<file path="src/rtl/down_timer_pkg.sv">
// Shared types and constants for the down_timer block.
package down_timer_pkg;

   typedef enum logic {
      IDLE = 1'b0,
      RUN  = 1'b1
   } state_e;

   localparam logic ONE_SHOT = 1'b0;
   localparam logic PERIODIC = 1'b1;

endpackage

</file>
<file path="src/rtl/down_timer.sv">
// Down-counting tick timer with one-shot / periodic modes and
// sticky expiry flags (PENDING, OVERRUN).
module down_timer
   import down_timer_pkg::*;
#(
   parameter int WIDTH = 32
) (
   input  logic             CLK,
   input  logic             RSTN,
   input  logic             EN,
   input  logic             START,
   input  logic             STOP,
   input  logic             MODE,
   input  logic [WIDTH-1:0] LOAD_VALUE,
   input  logic             ACK,
   output logic [WIDTH-1:0] VALUE,
   output logic             BUSY,
   output logic             EXPIRED,
   output logic             PENDING,
   output logic             OVERRUN
);

   localparam logic [WIDTH-1:0] ONE = WIDTH'(1);

   state_e           state_q, state_d;
   logic [WIDTH-1:0] value_q, value_d;
   logic [WIDTH-1:0] period_q, period_d;
   logic             mode_q, mode_d;
   logic             expired_q, expired_d;
   logic             pending_q, pending_d;
   logic             overrun_q, overrun_d;
   logic             start_ok;
   logic             expiry;

   assign start_ok = START && (LOAD_VALUE != '0);

   always_comb begin
      state_d   = state_q;
      value_d   = value_q;
      period_d  = period_q;
      mode_d    = mode_q;
      expiry    = 1'b0;
      pending_d = pending_q;
      overrun_d = overrun_q;

      // STOP beats START, and START beats any expiry due this cycle
      if (STOP) begin
         state_d = IDLE;
         value_d = '0;
      end else if (start_ok) begin
         state_d  = RUN;
         value_d  = LOAD_VALUE;
         period_d = LOAD_VALUE;
         mode_d   = MODE;
      end else if (state_q == RUN && EN) begin
         if (value_q > ONE) begin
            value_d = value_q - ONE;
         end else begin
            expiry = 1'b1;
            if (mode_q == PERIODIC) begin
               value_d = period_q;
            end else begin
               value_d = '0;
               state_d = IDLE;
            end
         end
      end

      if (expiry) begin
         pending_d = 1'b1;
         if (pending_q && !ACK) begin
            overrun_d = 1'b1;
         end
      end else if (ACK) begin
         pending_d = 1'b0;
         overrun_d = 1'b0;
      end

      expired_d = expiry;
   end

   always_ff @(posedge CLK or negedge RSTN) begin
      if (!RSTN) begin
         state_q   <= IDLE;
         value_q   <= '0;
         period_q  <= '0;
         mode_q    <= ONE_SHOT;
         expired_q <= 1'b0;
         pending_q <= 1'b0;
         overrun_q <= 1'b0;
      end else begin
         state_q   <= state_d;
         value_q   <= value_d;
         period_q  <= period_d;
         mode_q    <= mode_d;
         expired_q <= expired_d;
         pending_q <= pending_d;
         overrun_q <= overrun_d;
      end
   end

   assign VALUE   = value_q;
   assign BUSY    = (state_q == RUN);
   assign EXPIRED = expired_q;
   assign PENDING = pending_q;
   assign OVERRUN = overrun_q;

endmodule
</file>
<file path="config.mk">
export PLATFORM = sky130hd
export DESIGN_NAME = down_timer
export DESIGN_NICKNAME = d
export VERILOG_FILES = /design/src/rtl/down_timer_pkg.sv /design/src/rtl/down_timer.sv
export SDC_FILE = /design/constraint.sdc
export NUM_CORES = 1
export LEC_CHECK = 0
export ABC_AREA = 0
export ABC_CLOCK_PERIOD_IN_PS = 2600
export CAP_MARGIN = 10
export CORE_MARGIN = 2
export CORE_UTILIZATION = 49
export CTS_BUF_LIST = sky130_fd_sc_hd__clkbuf_8
export CTS_CLUSTER_SIZE = 10
export DETAILED_ROUTE_END_ITERATION = 10
export HOLD_SLACK_MARGIN = 0.06
export PLACE_DENSITY = 0.79
export SLEW_MARGIN = 20
export SYNTH_ARGS = -nofsm -noshare
export SYNTH_HDL_FRONTEND = slang
export SYNTH_SLANG_ARGS = --single-unit
</file>
<file path="constraint.sdc">
create_clock -name CLK -period 2.6 [get_ports CLK]
set_input_delay 0.52 -clock CLK [delete_from_list [all_inputs] [get_ports CLK]]
set_output_delay 0.52 -clock CLK [all_outputs]
set_load 0.01 [all_outputs]
</file>
* Yosys cells after proc, flatten, opt, wreduce, memory -nomap -nowiden
Cells that the tools add are included.
** Storage, ports and cells
- Output and inout bits :: 36
- Register bits :: 69
- Word-level logic and storage cells :: 41
- Bits of input ports :: 39
** Operators by class
- Reduce and logical (&&, ||, !) cells :: 10
- Add/sub/neg operators :: 1
- Equality and inequality tests :: 3
- Order comparisons :: 1
- Bitwise gates (word level) :: 1
- Mux-type cells :: 18
** Operators with widths (number)
- 2-to-1 mux 32 bit :: 5
- greater-than comparator 32 x 1 -> 1 bit, second input constant :: 1
- nonzero test 32 bit :: 1
- subtractor 32 x 1 -> 32 bit, second input constant :: 1
- 2-to-1 mux 1 bit :: 13
- AND reduction 2 bit :: 2
- logical AND 1 bit :: 3
- inequality test 3 x 2 -> 1 bit, second input constant :: 1
- inequality test 3 bit, second input constant :: 1
- AND reduction 3 bit :: 1
- nonzero test 3 bit :: 1
- inequality test 2 x 1 -> 1 bit, second input constant :: 1
- nonzero test 2 bit :: 1
- zero test 1 bit :: 1
- NOT 1 bit :: 1

* Longest topological paths before layout
- Depth in word-level cells :: 7
- Depth in mapped cells :: 10
- Depth with buffers taken out :: 8

* Worst setup path after synthesis
No wires, ideal clock.
- Path kind :: reg2reg
- Start :: register value_q[0], in the netlist VALUE[0]
- End :: register value_q[20], in the netlist VALUE[20]
- Data arrival time :: 2611 ps
- Path buffers :: 1
- Clock period less this slack :: 2711 ps
- Setup slack :: -111 ps
- Required time :: 2501 ps
- Stages on the path, launching flop included :: 10
- Setup time :: 99 ps
- Cells stage by stage :: dfrtp_1 inv_1 ha_1 clkbuf_1 nor4b_1 nand4_1 nor3b_1 xor2_1 o21ai_0 a311oi_1
** On the way
- Cells in the longest elaborated chain, start to end :: 5
- Elaborated cells between the ends (all ways) :: 6
- Classes of those cells :: add/sub: 1; order compare: 1; mux: 4
** Ends and longest elaborated chain
- start: declaration :: line down_timer.sv:26 : logic [WIDTH-1:0] value_q, value_d;
- start signal: assignment :: line down_timer.sv:93 : value_q <= value_d;
- subtractor 32 x 1 -> 32 bit / greater-than comparator 32 x 1 -> 1 bit (equally long branches) :: line down_timer.sv:57, down_timer.sv:56
- 2-to-1 mux 32 bit (*) :: line down_timer.sv:56 : if (value_q > ONE) begin
- 2-to-1 mux 32 bit (*) :: line down_timer.sv:55 : end else if (state_q == RUN && EN) begin
- 2-to-1 mux 32 bit (*) :: line down_timer.sv:50 : end else if (start_ok) begin
- 2-to-1 mux 32 bit (*) :: line down_timer.sv:47 : if (STOP) begin
Mark *: on every way between the ends. The rest lies on a longest branch, timed or not. The select of a mux whose other input is x is not followed.
A chain may end at the register's enable or synchronous reset.

* Worst setup path in the final report
- Start :: register value_q[9], in the netlist VALUE[9]
- End :: register value_q[7], in the netlist VALUE[7]
** On the way
- Cells in the longest elaborated chain, start to end :: 5
** Ends and longest elaborated chain (line)
- greater-than comparator 32 x 1 -> 1 bit :: down_timer.sv:56
- 2-to-1 mux 32 bit :: down_timer.sv:56
- 2-to-1 mux 32 bit :: down_timer.sv:55
- 2-to-1 mux 32 bit :: down_timer.sv:50
- 2-to-1 mux 32 bit :: down_timer.sv:47
No other way between the ends. The select of a mux whose other input is x is not followed.

==> flow_summary.ini <==
[run_status]
violations = negative setup slack
outcome = finished, violations left

[floorplanning]
initial_core_util = 0.497
dieHeight_microns = 94.6
coreArea_sq_mm = 0.00809
rows = 33
die_area_sq_mm = 0.00895
io_pins = 75
die_width_microns = 94.6

[sta]
finalCriticalPeriod_ns = 2.77
rsz0062_at_grt = yes
fin_skew_ns = 0.00591
fin_ws_ns = -0.167
fmax_mhz = 361
holdWs_ns = 0.204
slew_violations = 0
fin_crit_sh = 1.06
slew_headroom = 0.493
hold_viol_final = 0
tns_ns = -0.784
worst_slew_pin_slew_ns = 0.758
setup_viol = 14

[worst_setup_path]
critPathCaptureType = register
crit_path_top_delay_cell = or4_4
cp_max_fo = 6
critPathKind = register to register
required_ns = 2.82
arrival_ns = 2.99
critical_path.max_stage_delay_ns = 0.56
crit_chain = or4_4, or4_4, nor4_4, buf_6, buf_6, clkbuf_16, a21oi_1, a311oi_1, o21ai_1
cp-start-kind = register

[layout]
fin_nets = 650
synthToLayoutAreaGrowth_pct = 46.2
drive_gt1_frac = 0.246
fillCellCount = 606
diodes = 0

[synth]
synth_cell_type_count = 48
synth.area.top_cells = dfrtp_1, nand2_1, mux2_2, nor2_1, nor4_1
synth_top_flop_cell = dfrtp_1
syn_nets = 509
synth_top_area_cell = dfrtp_1
yosysMostFrequentCell = nand2_1
seq_area_frac_synth = 0.429
syn_inst = 468
synth_area_sq_mm = 0.00402
synthArstFlopShare = 1.00
synth_commonest_cells = nand2_1, dfrtp_1, nor2_1, a21oi_1, o21ai_0
avgSynthCellArea_sq_um = 8.60
synth_largest_type_area_fraction = 0.429
yosys_register_bits = 69
synth_edf_count = 0
synth_warnings = 0

[detailed_routing]
drt_first_pass_iters = 8
dr_total_vias = 4718
wl_per_cell_microns = 21.0
drcViolationCount = 0
routed_wl_microns = 15100
drtIter0Drc = 650
drt.antenna.violating_nets = 0
vias_per_cell = 6.56

[global_routing]
grt_max_degree = 42
grt_pass1_wl_microns = 22600
antenna_found_initial = 0
grt_usage = 0.330
grt_pass1_vias = 4510
overflow = 0

[clock_tree]
cts_hold_buffers = 0
clockBufferDepth = 2
numCtsBuffers = 9
path_clk_slew_ns = 0.08
htree_levels = 3
cts_sinks = 69
cts_tree = yes
clkLatencyLatePin_ns = 0.35
cts-root-buf = clkbuf_8

[pwr]
switching_share = 0.310
p_switching_uw = 979
vdd_ir_drop_max_mv = 0.361
power_frac_clock = 0.322
power_density_mw_per_mm2 = 536
intPower_mw = 2.18
p_leak_nw = 2.50
seq_power_share = 0.412
pwr-share-comb = 0.266

[placement]
gp_congestion = 0.922
portBuffers = 74
dp_hpwl_microns = 9560

[job]
drv_cap = 0

[hold_path]
min_path_type = input port to async pin
[timing repair]
action / in CTS / in global routing
setup buffers: 1 / 6
pin swaps: 1 / 25
endpoints found under the setup margin: 3 / 24
gates cloned: 2 / 2
resized for setup: 1 / 33
[path summary, 6_finish.rpt]
kind	startpoint	end	slack, ns	cells past startpoint
setup / recovery	VALUE[9]	VALUE[7]	-0.17	9
hold / removal	RSTN	VALUE[8]	0.20	1
setup reg to reg	VALUE[9]	VALUE[7]	-0.17	9
hold reg to reg	period_q[10]	period_q[10]	0.48	2
max in group asynchronous	RSTN	VALUE[0]	1.73	2
min in group CLK	period_q[10]	period_q[10]	0.48	2
[power groups by stage]
stage	logic, mW	clock network (mW)	registers [mW]
after floorplan	0.361	0	1.31
after global placement	0.761	0	1.30
after detailed placement	0.780	0	1.31
after CTS	0.788	1.02	1.29
after global routing	0.893	1.07	1.31
final	0.838	1.02	1.30
[layer usage]
layer  wire (microns)  vias to the layer above  GRT usage  part of all wire
li1                 -                     1996          -                 -
met4              723                        0      0.158             0.048
met3             1810                       88     0.0766              0.12
met5                0                        -          0                 0
met1             5570                     2244      0.430              0.37
met2             7000                      390      0.521              0.46
[flip-flops by register name, indices dropped and copies added, names as in the netlist]
| name | cells |
|---|---|
| VALUE | 32 |
| period_q | 32 |
| BUSY | 1 |
| EXPIRED | 1 |
| OVERRUN | 1 |
| PENDING | 1 |
| mode_q | 1 |
[cells in the final DEF, fill, tap and decap left out, types with 3 or more instances in the layout]
| cell type | count |
|---|---|
| buf_6 | 3 |
| xor2_1 | 11 |
| nor3_2 | 4 |
| nor3_1 | 11 |
| a21oi_2 | 3 |
| o21ai_1 | 8 |
| nor2_1 | 49 |
| o211ai_1 | 14 |
| clkdlybuf4s50_1 | 73 |
| inv_1 | 5 |
| nand4_1 | 11 |
| a311oi_1 | 12 |
| nand3_1 | 14 |
| buf_4 | 78 |
| buf_12 | 3 |
| a211o_1 | 4 |
| dfrtp_1 | 67 |
| mux2_2 | 21 |
| a21oi_1 | 22 |
| nor4_1 | 16 |
| clkbuf_8 | 11 |
| xnor2_1 | 5 |
| o21ai_0 | 18 |
| o311a_1 | 3 |
| and3_1 | 3 |
| or3_1 | 4 |
| nand2_1 | 80 |
| nand4b_1 | 3 |
| or4_1 | 3 |
| nor4_2 | 4 |
[per-stage QoR]
step	total power [mW]	cells	util	setup slack [ns]	cell area, sq um
4_1_cts	3.09	712	0.705	-0.0178	5700
6_report	3.15	719	0.727	-0.167	5880
3_5_place_dp	2.09	693	0.667	-0.361	5400
2_1_floorplan	1.67	468	-	0.0213	4040
5_1_grt	3.27	719	0.727	-0.211	5880
3_3_place_gp	2.06	693	0.667	-0.338	5400
[cell families after synthesis]
logic type / count (synthesis) / synth area share
XOR/XNOR: 16 / 0.0348
AND/OR/NAND/NOR: 215 / 0.254
adder cells (fa/ha/maj): 2 / 0.00622
multiplexers: 22 / 0.0613
flip-flops: 69 / 0.429
buffers and inverters: 36 / 0.0361
AO/OA/AOI/OAI: 108 / 0.179
[area by class of cell]
| cell class | instances | area, sq um | share of cell area |
|---|---|---|---|
| timing repair buffer | 162 | 1510 | 0.256 |
| multi-input combinational | 363 | 2270 | 0.387 |
| tap | 105 | 131 | 0.0223 |
| inverter | 4 | 15.0 | 0.00255 |
| clock inverter | 5 | 73.8 | 0.0126 |
| sequential | 69 | 1730 | 0.294 |
| clock buffer | 11 | 151 | 0.0257 |
[critical path: cells and delay by family (launching register included)]
kind,cells,cell delay (ns)
AO/OA/AOI/OAI,3,0.50
buffers and inverters,3,0.46
flip-flops,1,0.40
AND/OR/NAND/NOR,3,1.28
(Power assumes the default switching activity.)
